===== src/rtl/rcn_pkg.sv =====
// Shared RCN ring slot layout and register offsets for ring responders.
package rcn_pkg;

    localparam int SLOT_W  = 69;
    localparam int DATA_W  = 32;

    localparam int VALID_B = 68;
    localparam int PEND_B  = 67;
    localparam int WR_B    = 66;
    localparam int ID_HI   = 65;
    localparam int ID_LO   = 60;
    localparam int MASK_HI = 59;
    localparam int MASK_LO = 56;
    localparam int ADDR_HI = 55;
    localparam int ADDR_LO = 34;
    localparam int SEQ_HI  = 33;
    localparam int SEQ_LO  = 32;
    localparam int DATA_HI = 31;
    localparam int DATA_LO = 0;

    localparam logic [2:0] OFS_PROGRESS = 3'd0;
    localparam logic [2:0] OFS_PASS     = 3'd1;
    localparam logic [2:0] OFS_FAIL     = 3'd2;
    localparam logic [2:0] OFS_CYCLES   = 3'd3;
    localparam logic [2:0] OFS_SCRATCH  = 3'd4;
    localparam logic [2:0] OFS_ID       = 3'd5;

    function automatic logic [DATA_W-1:0] merge_bytes(
        input logic [DATA_W-1:0] old_val,
        input logic [DATA_W-1:0] new_val,
        input logic [3:0]        mask
    );
        logic [DATA_W-1:0] res;
        res = old_val;
        for (int n = 0; n < 4; n++) begin
            if (mask[n]) res[8*n +: 8] = new_val[8*n +: 8];
        end
        return res;
    endfunction

endpackage


===== src/rtl/rcn_slot_decode.sv =====
// Combinational RCN slot unpacking with window hit and register offset.
module rcn_slot_decode
    import rcn_pkg::*;
#(
    parameter logic [23:0] ADDR_BASE = 24'hFFFF00,
    parameter logic [23:0] ADDR_MASK = 24'hFFFFE0
) (
    input  logic [SLOT_W-1:0] slot,
    output logic              valid,
    output logic              wr,
    output logic [5:0]        id,
    output logic [3:0]        mask,
    output logic [21:0]       addr,
    output logic [1:0]        seq,
    output logic [DATA_W-1:0] data,
    output logic              hit,
    output logic [2:0]        ofs
);

    logic        pending;
    logic [23:0] byte_addr;

    always_comb begin
        valid     = slot[VALID_B];
        pending   = slot[PEND_B];
        wr        = slot[WR_B];
        id        = slot[ID_HI:ID_LO];
        mask      = slot[MASK_HI:MASK_LO];
        addr      = slot[ADDR_HI:ADDR_LO];
        seq       = slot[SEQ_HI:SEQ_LO];
        data      = slot[DATA_HI:DATA_LO];
        byte_addr = {addr, 2'b00};
        // Only pending requests can hit; responses and idle slots flow past.
        hit       = valid && pending && ((byte_addr & ADDR_MASK) == (ADDR_BASE & ADDR_MASK));
        ofs       = addr[2:0];
    end

endmodule


===== src/rtl/rcn_sim_status.sv =====
// RCN responder exposing firmware-writable simulation status, a cycle
// counter, a scratch register and a read-only block ID.
module rcn_sim_status
    import rcn_pkg::*;
#(
    parameter logic [23:0] ADDR_BASE = 24'hFFFF00,
    parameter logic [23:0] ADDR_MASK = 24'hFFFFE0,
    parameter logic [31:0] BLOCK_ID  = 32'h5354_4154
) (
    input  logic              clk,
    input  logic              rst,
    input  logic [SLOT_W-1:0] rcn_in,
    output logic [SLOT_W-1:0] rcn_out,
    output logic [31:0]       test_progress,
    output logic [31:0]       test_pass,
    output logic [31:0]       test_fail,
    output logic              test_done
);

    logic              in_valid;
    logic              in_wr;
    logic [5:0]        in_id;
    logic [3:0]        in_mask;
    logic [21:0]       in_addr;
    logic [1:0]        in_seq;
    logic [DATA_W-1:0] in_data;
    logic              in_hit;
    logic [2:0]        in_ofs;

    rcn_slot_decode #(
        .ADDR_BASE (ADDR_BASE),
        .ADDR_MASK (ADDR_MASK)
    ) u_decode (
        .slot  (rcn_in),
        .valid (in_valid),
        .wr    (in_wr),
        .id    (in_id),
        .mask  (in_mask),
        .addr  (in_addr),
        .seq   (in_seq),
        .data  (in_data),
        .hit   (in_hit),
        .ofs   (in_ofs)
    );

    logic [SLOT_W-1:0] rcn_out_q,  rcn_out_d;
    logic [31:0]       progress_q, progress_d;
    logic [31:0]       pass_q,     pass_d;
    logic [31:0]       fail_q,     fail_d;
    logic [31:0]       cycles_q,   cycles_d;
    logic [31:0]       scratch_q,  scratch_d;
    logic              done_q,     done_d;
    logic [31:0]       rd_data;

    always_comb begin
        rcn_out_d  = rcn_in;
        progress_d = progress_q;
        pass_d     = pass_q;
        fail_d     = fail_q;
        cycles_d   = cycles_q + 32'd1;
        scratch_d  = scratch_q;
        done_d     = 1'b0;
        rd_data    = '0;

        case (in_ofs)
            OFS_PROGRESS: rd_data = progress_q;
            OFS_PASS:     rd_data = pass_q;
            OFS_FAIL:     rd_data = fail_q;
            OFS_CYCLES:   rd_data = cycles_q;
            OFS_SCRATCH:  rd_data = scratch_q;
            OFS_ID:       rd_data = BLOCK_ID;
            default:      rd_data = '0;
        endcase

        if (in_hit) begin
            if (in_wr) begin
                case (in_ofs)
                    OFS_PROGRESS: progress_d = merge_bytes(progress_q, in_data, in_mask);
                    // PASS/FAIL lock once nonzero; a write leaving them zero keeps them open.
                    OFS_PASS: begin
                        if (pass_q == '0) begin
                            pass_d = merge_bytes(pass_q, in_data, in_mask);
                            done_d = (pass_d != '0);
                        end
                    end
                    OFS_FAIL: begin
                        if (fail_q == '0) begin
                            fail_d = merge_bytes(fail_q, in_data, in_mask);
                            done_d = (fail_d != '0);
                        end
                    end
                    OFS_CYCLES: begin
                        if (in_mask != 4'b0000) cycles_d = '0;
                    end
                    OFS_SCRATCH:  scratch_d = merge_bytes(scratch_q, in_data, in_mask);
                    default:      ;
                endcase
            end
            rcn_out_d = {in_valid, 1'b0, in_wr, in_id, in_mask, in_addr, in_seq,
                         in_wr ? in_data : rd_data};
        end
    end

    always_ff @(posedge clk or posedge rst) begin
        if (rst) begin
            rcn_out_q  <= '0;
            progress_q <= '0;
            pass_q     <= '0;
            fail_q     <= '0;
            cycles_q   <= '0;
            scratch_q  <= '0;
            done_q     <= 1'b0;
        end else begin
            rcn_out_q  <= rcn_out_d;
            progress_q <= progress_d;
            pass_q     <= pass_d;
            fail_q     <= fail_d;
            cycles_q   <= cycles_d;
            scratch_q  <= scratch_d;
            done_q     <= done_d;
        end
    end

    assign rcn_out       = rcn_out_q;
    assign test_progress = progress_q;
    assign test_pass     = pass_q;
    assign test_fail     = fail_q;
    assign test_done     = done_q;

endmodule


===== config.mk =====
export PLATFORM = sky130hd
export DESIGN_NAME = rcn_sim_status
export DESIGN_NICKNAME = d
export VERILOG_FILES = /design/src/rtl/rcn_pkg.sv /design/src/rtl/rcn_slot_decode.sv /design/src/rtl/rcn_sim_status.sv
export SDC_FILE = /design/constraint.sdc
export NUM_CORES = 1
export LEC_CHECK = 0
export ABC_AREA = 1
export BUFFER_PORTS_ARGS = -buffer_cell sky130_fd_sc_hd__buf_4
export CAP_MARGIN = 20
export CELL_PAD_IN_SITES_DETAIL_PLACEMENT = 0
export CELL_PAD_IN_SITES_GLOBAL_PLACEMENT = 2
export CORE_MARGIN = 3
export CORE_UTILIZATION = 31
export DETAILED_ROUTE_END_ITERATION = 10
export PLACE_DENSITY_LB_ADDON = 0.05
export REMOVE_ABC_BUFFERS = 1
export SLEW_MARGIN = 20
export SYNTH_ARGS = -nofsm -noshare
export SYNTH_HDL_FRONTEND = slang
export SYNTH_SLANG_ARGS = --single-unit

===== constraint.sdc =====
create_clock -name clk -period 10.7 [get_ports clk]
set_clock_uncertainty 0.15 [all_clocks]
set_input_delay 2.14 -clock clk [delete_from_list [all_inputs] [get_ports clk]]
set_output_delay 2.14 -clock clk [all_outputs]
set_load 0.03 [all_outputs]

Word-level counts from Yosys, hierarchy flattened
Index checks and enable logic that the tools add are counted.
{"block": "word_totals", "reg_bits": 230, "in_bits": 71, "out_inout_bits": 166, "elab_cells": 90}
{"block": "op_classes", "add_sub_neg": 1, "n_eq_ne": 6, "n_mux": 52, "reduce_logical": 18}
{"cell": "$mux 8", "n": 40}
{"cell": "$pmux 32 s6", "n": 1}
{"cell": "$mux 32", "n": 5}
{"cell": "$mux 68", "n": 1}
{"cell": "$logic_not 32->1", "n": 2}
{"cell": "$reduce_bool 32->1", "n": 2}
{"cell": "$reduce_and 4->1", "n": 10}
{"cell": "$add 32x1->32 const B", "n": 1}
{"cell": "$eq 19x19->1 const B", "n": 1}
{"cell": "$eq 3x2->1 const B", "n": 2}
{"cell": "$eq 3x3->1 const B", "n": 2}
{"cell": "$mux 1", "n": 4}
{"cell": "$reduce_bool 4->1", "n": 1}
{"cell": "$eq 3x1->1 const B", "n": 1}
{"cell": "$logic_not 3->1", "n": 1}
{"cell": "$logic_and 1x1->1", "n": 2}
{"cell": "$pmux 1 s2", "n": 1}

Depth between registers and ports, before layout
Gate-level depths: netlist (run 1).
{"block": "depth", "depth_word": 10, "mapped_depth": 12, "mapped_depth_nobuf": 10}

Cells and area by module
From an unflattened synthesis (run 1), not the netlist that was laid out.
{"block": "unflattened", "hier_cells": 1513, "hier_area_um2": 11876.4}
{"mod": "rcn_sim_status", "n_inst": 1, "cells_per_inst": 1417, "area_each_um2": 11239.5, "seq_area_each_um2": 5755.5}
{"mod": "rcn_slot_decode", "n_inst": 1, "cells_per_inst": 96, "area_each_um2": 636.9, "seq_area_each_um2": 0.0}

Least setup slack after synthesis (run 1)
Ideal clock, no wire load.
{"block": "synth_timing", "kind": "in2reg", "from": "input rcn_in[34]", "to": "register cycles_q[27]", "setup_time_ns": 0.114, "arrival_ns": 3.292, "required_time_ns": 10.436, "path_slack_ns": 7.144, "cell_stages": 9, "path_buffers": 2, "path_cell_list": "buf_2 -> nand3_1 -> inv_2 -> nand2_1 -> inv_1 -> nand4_1 -> clkbuf_1 -> nand2_1 -> inv_1"}
{"block": "synth_via", "elab_chain_len": 4}
{"element": "start, declared", "line_no": "rcn_sim_status.sv:12", "text": "input logic [SLOT_W-1:0] rcn_in,"}
{"element": "$eq 3x2->1", "line_no": "rcn_sim_status.sv:77", "text": "case (in_ofs)"}
{"element": "$mux 32", "line_no": "rcn_sim_status.sv:77"}
{"element": "$mux 32", "line_no": "rcn_sim_status.sv:76", "text": "if (in_wr) begin"}
{"element": "$mux 32", "line_no": "rcn_sim_status.sv:75", "text": "if (in_hit) begin"}
{"element": "via cycles_d[27]", "line_no": "rcn_sim_status.sv:50", "text": "logic [31:0] cycles_q, cycles_d;"}
{"element": "end signal, assigned", "line_no": "rcn_sim_status.sv:118", "text": "cycles_q <= cycles_d;"}
{"element": "end, declared", "line_no": "rcn_sim_status.sv:50"}
The timed path passes the listed nets, and every way through them passes these cells.
A chain may end at the register's enable or synchronous reset.

Worst setup path after layout (run 1)
{"block": "layout_timing", "from": "input rcn_in[36]", "to": "register fail_q[21] (netlist: test_fail[21])"}
{"block": "layout_via", "elab_chain_len": 2}
{"element": "$eq 3x2->1", "line_no": "rcn_sim_status.sv:77"}
{"element": "$reduce_and 4->1 (no line)"}
{"element": "end signal, assigned", "line_no": "rcn_sim_status.sv:117", "text": "fail_q <= fail_d;"}
{"element": "end, declared", "line_no": "rcn_sim_status.sv:49", "text": "logic [31:0] fail_q, fail_d;"}
Every way passes these cells.

==> metrics.cfg, run 1 <==
[yosys]
yosysWarnings=0
ys_dominant_reg_cell=dfrtp_1
synth_cell_types=33
ys_seq_area_frac=0.533
ys_ff_latch=230
avgSynthCellArea_sq_um=7.99
synth_area_sq_um=10800
synth_async_sr_flop_share=1.00
synth-edff-count=0
syn_inst=1351

[floorplanning]
rows=67
die-area_sq_um=37100
fp.dieW_um=193
initial_core_util=0.318
fp.coreArea_sq_um=34000
die_y_um=193
boundaryPins=237

[timing]
fmax_mhz=214
rsz0062_at_grt=false
finalCritPeriodShare=0.436
tns_ps=0
fin_crit_ps=4670
relSlewSlack=0.375
worst_slew_pin_slew_ps=938
hold_viol_final=0
drv_slew=0
setup_viol=0

[pwr]
total_power_mw=1.97
p_leak_nw=7.21
powerDensity_nw_per_um2=141
peakVddDrop_v=0.000113

[setup_path]
crit_arrival_ps=4970
start_kind=primary input
crit_type=primary input to flop
crit_path_max_fanout=31
end_kind=flop
required_ps=11000
startpoint=rcn_in[36]
reg2reg_from=test_pass[30]

[clocking]
cts_hold_buffers=0
clock_path_buffers=3
post-cts-setup-buffer-count=0
post_cts_resize_count=0
cts_buffers=27
cts-root-buf=clkbuf_16
cts_tree=built
htree_levels=1
clkSinkCount=230
clk_pin_slew_ps=60
clk_latency_ps=540

[drt]
ant_nets=0
wl_per_cell_um=20.4
drt_wl_total_mm=41.8
drc_errors=0
drt-initial-drc-count=687
routed_via_density=4.90
num_vias=10000
drtPass1Iterations=5

[global_route]
grt_overflow=0
grt_pass1_vias=10000
grt_usage=0.223
antenna_found_initial=0
grt_pass1_wl_mm=62.5
grt_max_degree=122

[layout]
syn_to_final_growth_pct=29.0
drive_gt1_frac=0.192
diodes=0
stdcell_count=2050
layout.area.seq_sq_um=5760
multi_input_area_sq_um=4170
n_fill_cell=3596
post-route-util=0.410
final_nets=1655

[placed_design]
placed_cells=2002
gp_congestion=0.843
hpwlAfterDp_mm=29.9
portBuffers=236

[run_status]
status=completed

[worst_hold_path]
hold_class=flop to flop
min_from=scratch_q[20]

[flow_run]
maxCapViolCount=0

-- state kept, by name, summed over array words and instances (netlist names) --
signal and cells:
test_done 1, test_pass 32, rcn_out 69, scratch_q 32, test_fail 32, cycles_q 32
test_progress 32
-- worst max-delay path, cell delays in order --
cell	delay (ps)
buf_4	130
inv_1	40
buf_4	430
nand3_1	630
buf_4	430
inv_1	110
nand3_1	80
nor2_1	130
nand2_1	280
buf_4	330
o21ai_0	190
-- cell families after synthesis --
logic type | count (synthesis) | share of synthesized area
buffers and inverters | 225 | 0.0809
DFF | 230 | 0.533
AOI/OAI and AO/OA | 221 | 0.113
adders and majority gates | 1 | 0.00116
and+or+nand+nor | 655 | 0.256
xor gates and xnor gates | 19 | 0.0154
-- routing by layer --
metal,GRT usage,part of all wire,up-vias
met5,0,0,-
met4,0.0409,0.017,0
met3,0.0300,0.054,41
met2,0.355,0.45,297
met1,0.327,0.48,4859
li1,-,-,4842
-- synth_stat cells (all sizes together) (20+ instances only) --
library cell	count	area, sq um
a21oi	29	145
inv	171	642
clkbuf	25	95.1
nand2	324	1220
nand3	120	606
o22ai	28	175
o21ai	134	671
a211oi	27	203
nor3	20	111
nor2	150	573
nand4	26	163
dfrtp	230	5760
buf	24	118
-- area by class of cell --
type / count / share of cell area
multi-input cells: 896 / 0.300
flip-flops and latches: 230 / 0.413
repair buffers: 252 / 0.137
inverters: 176 / 0.0480
well taps: 448 / 0.0403
clock buffers: 42 / 0.0598
clock inverters: 6 / 0.00243
-- path summary, 6_finish.rpt --
kind,end,slack (ps),cells after the start
min reg2reg,scratch_q[20],320,2
max,test_fail[21],6030,11
max in group asynchronous,scratch_q[1],7290,3
min,scratch_q[20],320,2
min in group asynchronous,rcn_out[65],1590,2
max reg2reg,test_pass[15],8120,8
-- cell usage in the layout, fill, tap and decap left out, types with 2 or more instances in the layout --
cell type	count
a211oi_1	27
a21oi_1	29
buf_4	250
clkbuf_1	5
clkbuf_16	27
clkbuf_8	10
clkinv_1	5
clkinv_2	5
dfrtp_1	230
inv_1	167
inv_2	3
nand2_1	323
nand3_1	119
nand3b_1	2
nand4_1	26
nor2_1	148
nor2_4	2
nor3_1	19
nor4_1	7
o21ai_0	133
o22ai_1	28
or2_2	3
xor2_1	19
-- per-stage QoR --
step | hold WS [ps] | worst slack, ps | cell area (sq um)
after floorplan | 292 | 2110 | 10600
final | 321 | 6030 | 13900
after global placement | 305 | 5390 | 13000
after CTS | 324 | 6060 | 13900
after global routing | 338 | 5760 | 13900
after detailed placement | 309 | 5450 | 13100
-- where the power goes --
part	switching (mW)	internal, mW
Combinational	0.125	0.0558
Clock	0.371	0.530
Sequential	0.00357	0.883
Power figures use the tool's default switching activity.
==> run 2, diff against run 1 <==
Clock period 10.7 ns to 4.82 ns, I/O delays scaled along.
==> metrics.cfg, run 2 (same netlist as run 1, synthesis figures left out) <==
[run_status]
status=completed

[global_route]
grt_usage=0.231
antenna_found_initial=0
grt_max_degree=105
grt_pass1_wl_mm=64.7
grt_overflow=0
grt_pass1_vias=10300

[pwr]
peakVddDrop_v=0.000249
p_leak_nw=7.30
powerDensity_nw_per_um2=330

[drt]
routed_via_density=4.92
drt-initial-drc-count=640
num_vias=10100
ant_nets=0
drtPass1Iterations=6
drc_errors=0
drt_wl_total_mm=42.7
wl_per_cell_um=20.8

[timing]
hold_viol_final=0
worst_slew_pin_slew_ps=1020
finalCritPeriodShare=0.661
fmax_mhz=314
setup_viol=0
fin_crit_ps=3180
rsz0062_at_grt=false
drv_slew=0
whs_ps=322
relSlewSlack=0.317

[layout]
n_fill_cell=3525
syn_to_final_growth_pct=30.6
final_common_cell=nand2_1
drive_gt1_frac=0.195
diodes=0
layout_common_cells=nand2_1, buf_4, dfrtp_1
stdcell_area_sq_um=14100
final_nets=1660
largest_register_ffs=69
stdcell_count=2055

[clocking]
clock_path_buffers=3
htree_levels=1
post_cts_resize_count=0
cts-root-buf=clkbuf_16
post-cts-setup-buffer-count=0
cts_hold_buffers=0
clk_pin_slew_ps=60
clkSinkCount=230
cts_buffers=28
cts_tree=built
clk_latency_ps=550

[floorplanning]
die-area_sq_um=37100
initial_core_util=0.318
die_y_um=193
rows=67
fp.coreArea_sq_um=34000
fp.dieW_um=193
boundaryPins=237

[setup_path]
crit_type=primary input to flop
start_kind=primary input
reg2reg_to=test_pass[30]
reg2regPathDepth=6
crit_path_max_fanout=27
reg2reg_slack_ps=2360
crit_arrival_ps=3470
reg2reg_from=test_pass[3]
end_kind=flop
required_ps=5100

[placed_design]
hpwlAfterDp_mm=29.8
dpl_cell_area_sq_um=13100
placed_cells=2006
portBuffers=236
gp_congestion=0.836

[worst_hold_path]
hold_class=flop to flop
min_from=scratch_q[7]
min_to=scratch_q[7]
hold_depth=2

[flow_run]
maxCapViolCount=0

[run 2: layer usage]
layer | GRT usage | routed length [um] | up-vias
met2 | 0.368 | 19300 | 322
met4 | 0.0502 | 865 | 0
met1 | 0.334 | 20000 | 4883
li1 | - | - | 4860
met5 | 0 | 0 | -
met3 | 0.0334 | 2560 | 49
[run 2: worst max-delay path, cell delays in order]
cell	delay (ps)
buf_4	130
inv_1	650
nand2_1	570
nor2_4	430
buf_12	250
nand2_1	250
nand2_1	130
nand2_1	50
[run 2: stage by stage]
stage               total power [mW]  utilization  worst slack (ps)  setup TNS, ps
global placement                2.42        0.386              1220              0
floorplan                       2.20            -             -2600        -597670
detailed placement              2.41        0.386              1100              0
finish                          4.66        0.415              1640              0
global route                    4.83        0.415              1440              0
CTS                             4.72        0.415              1670              0
[run 2: layout make-up]
type,count,area [sq um],share of cell area
tap,448,561,0.0398
inverter,176,668,0.0474
clock buffer,44,902,0.0640
clock inverter,5,100,0.00710
multi-input combinational,896,4170,0.295
timing repair buffer,256,1950,0.138
sequential,230,5760,0.408
[run 2: power by group]
part | switching, mW | internal (mW) | leakage [nW]
combinational | 0.281 | 0.126 | 4.12
clock | 0.856 | 1.43 | 0.497
sequential | 0.00796 | 1.96 | 2.68
[run 2: worst max path at each step]
stage,startpoint,to,slack [ps],cells after the start
2_1_floorplan,rst,cycles_q[0],-2600,1
3_5_place_dp,rcn_in[36],test_progress[0],1100,8
3_3_place_gp,rcn_in[36],test_progress[2],1220,8
6_report,rcn_in[36],test_progress[5],1640,8
5_1_grt,rcn_in[36],test_progress[2],1440,8
4_1_cts,rcn_in[36],test_progress[5],1670,8
==> run 3, diff against run 2 <==
Settings changed: ABC_AREA 1 to 0, CORE_UTILIZATION 31 to 35.
Clock period 4.82 ns to 3 ns, I/O delays scaled along.
==> metrics.cfg, run 3 <==
[clocking]
cts-root-buf=clkbuf_16
htree_levels=1
clkSinkCount=230
cts_tree=built
clk_pin_slew_ps=60
clk_latency_ps=540
clock_path_buffers=3
cts_buffers=28

[flow_run]
maxCapViolCount=0

[layout]
post-route-util=0.481
largest_register_ffs=69
layout_common_cells=buf_4, dfrtp_1, o21ai_0
final_common_cell=buf_4
drive_gt1_frac=0.419
syn_to_final_growth_pct=34.7
diodes=0
n_fill_cell=2683
final_nets=1205
multi_input_area_sq_um=4320
layout.area.seq_sq_um=5760

[pwr]
peakVddDrop_v=0.000418
powerDensity_nw_per_um2=551
p_leak_nw=6.66
total_power_mw=7.64

[global_route]
antenna_found_initial=0
grt_pass1_vias=8479
grt_pass1_wl_mm=54.4
grt_max_degree=65
grt_overflow=0
grt_usage=0.226

[yosys]
yosysMostFrequentCell=dfrtp_1
synth_cell_types=52
ys_seq_area_frac=0.558
synth-edff-count=0
yosysWarnings=0
synthTopCellsByCount=dfrtp_1, o21ai_0, nand2_1
syn_inst=874
synth_top_area_share=0.558
synth_async_sr_flop_share=1.00
ys_ff_latch=230
synth_area_sq_um=10300
synthTopCellsByArea=dfrtp_1, mux2_2, a31o_2
synth.largest_area_cell=dfrtp_1
avgSynthCellArea_sq_um=11.8
ys_dominant_reg_cell=dfrtp_1

[drt]
ant_nets=0
routed_via_density=5.36
drtPass1Iterations=7
num_vias=8237
drc_errors=0
wl_per_cell_um=23.5
drt_wl_total_mm=36.1
drt-initial-drc-count=586

[timing]
fmax_mhz=365
worst_slew_pin_slew_ps=808
finalCritPeriodShare=0.913
whs_ps=25.6
relSlewSlack=0.456
rsz0062_at_grt=false
setup_viol=0
hold_viol_final=0
drv_slew=0
fin_crit_ps=2740

[floorplanning]
die-area_sq_um=31500
boundaryPins=237
initial_core_util=0.357
fp.coreArea_sq_um=28900
die_y_um=178
rows=62
fp.dieW_um=178

[placed_design]
hpwlAfterDp_mm=25.0
gp_congestion=0.794
portBuffers=236

[worst_hold_path]
hold_class=primary input to flop

[setup_path]
crit_arrival_ps=3060
required_ps=3330
end_kind=flop
crit_type=flop to flop
start_kind=flop
crit_path_max_fanout=18

[run_status]
status=completed

==> run 3: critical path, cell delays in order (launching register included) <==
cell and delay [ps]:
dfrtp_1 430, nor4_1 740, nand4_1 180, or4_1 510, nor3_4 150, buf_4 310
a31o_2 190
==> run 3: final timing paths <==
| kind | from | end | slack, ps | cells past startpoint |
|---|---|---|---|---|
| setup / recovery | test_pass[7] | test_pass[31] | 260 | 6 |
| hold / removal | rcn_in[50] | rcn_out[50] | 30 | 1 |
| setup reg to reg | test_pass[7] | test_pass[31] | 260 | 6 |
| hold reg to reg | scratch_q[20] | scratch_q[20] | 350 | 1 |
| max in group asynchronous | rst | scratch_q[17] | 1400 | 4 |
| min in group asynchronous | rst | test_fail[25] | 490 | 3 |
==> run 3: per-layer routing <==
layer | vias to the layer above | share of wire | track usage
li1 | 3760 | - | -
met1 | 4181 | 0.46 | 0.325
met2 | 266 | 0.47 | 0.363
met3 | 30 | 0.062 | 0.0413
met4 | 0 | 0.0098 | 0.0334
met5 | - | 0 | 0
==> run 3: kinds of logic after synthesis <==
family,Yosys count,synth area share
and+or+nand+nor,239,0.128
DFF,230,0.558
AOI/OAI and AO/OA,199,0.129
muxes,113,0.133
buffers and inverters,62,0.0248
xor gates and xnor gates,30,0.0255
adders and majority gates,1,0.00121
==> run 3: repair_timing <==
action / CTS / global route
endpoints found under the setup margin: 0 / 18
buffers inserted: 0 / 0
resized for setup: 0 / 1
hold buffers: 9 / 0
endpoints found under the hold margin: 63 / 0
==> run 3: layout make-up <==
class                   count  area share
well taps                 384      0.0346
repair buffers            286       0.162
multi-input cells         582       0.311
inverters                   5     0.00189
clock inverters            11      0.0166
flip-flops and latches    230       0.415
clock buffers              40      0.0596
==> run 3: per-stage QoR <==
stage / TNS, ps / instances / worst slack, ps / cell area (sq um)
after CTS: 0 / 1538 / 175 / 13900
after floorplan: -957650 / 817 / -4050 / 10100
after global routing: 0 / 1538 / 132 / 13900
after detailed placement: 0 / 1478 / 197 / 12700
final: 0 / 1538 / 262 / 13900
after global placement: 0 / 1478 / 182 / 12700
==> run 3: where the power goes <==
group / switching [mW] / internal (mW) / leakage, nW
clock network: 1.34 / 2.50 / 0.521
registers: 0.0125 / 3.15 / 2.92
logic: 0.420 / 0.218 / 3.22
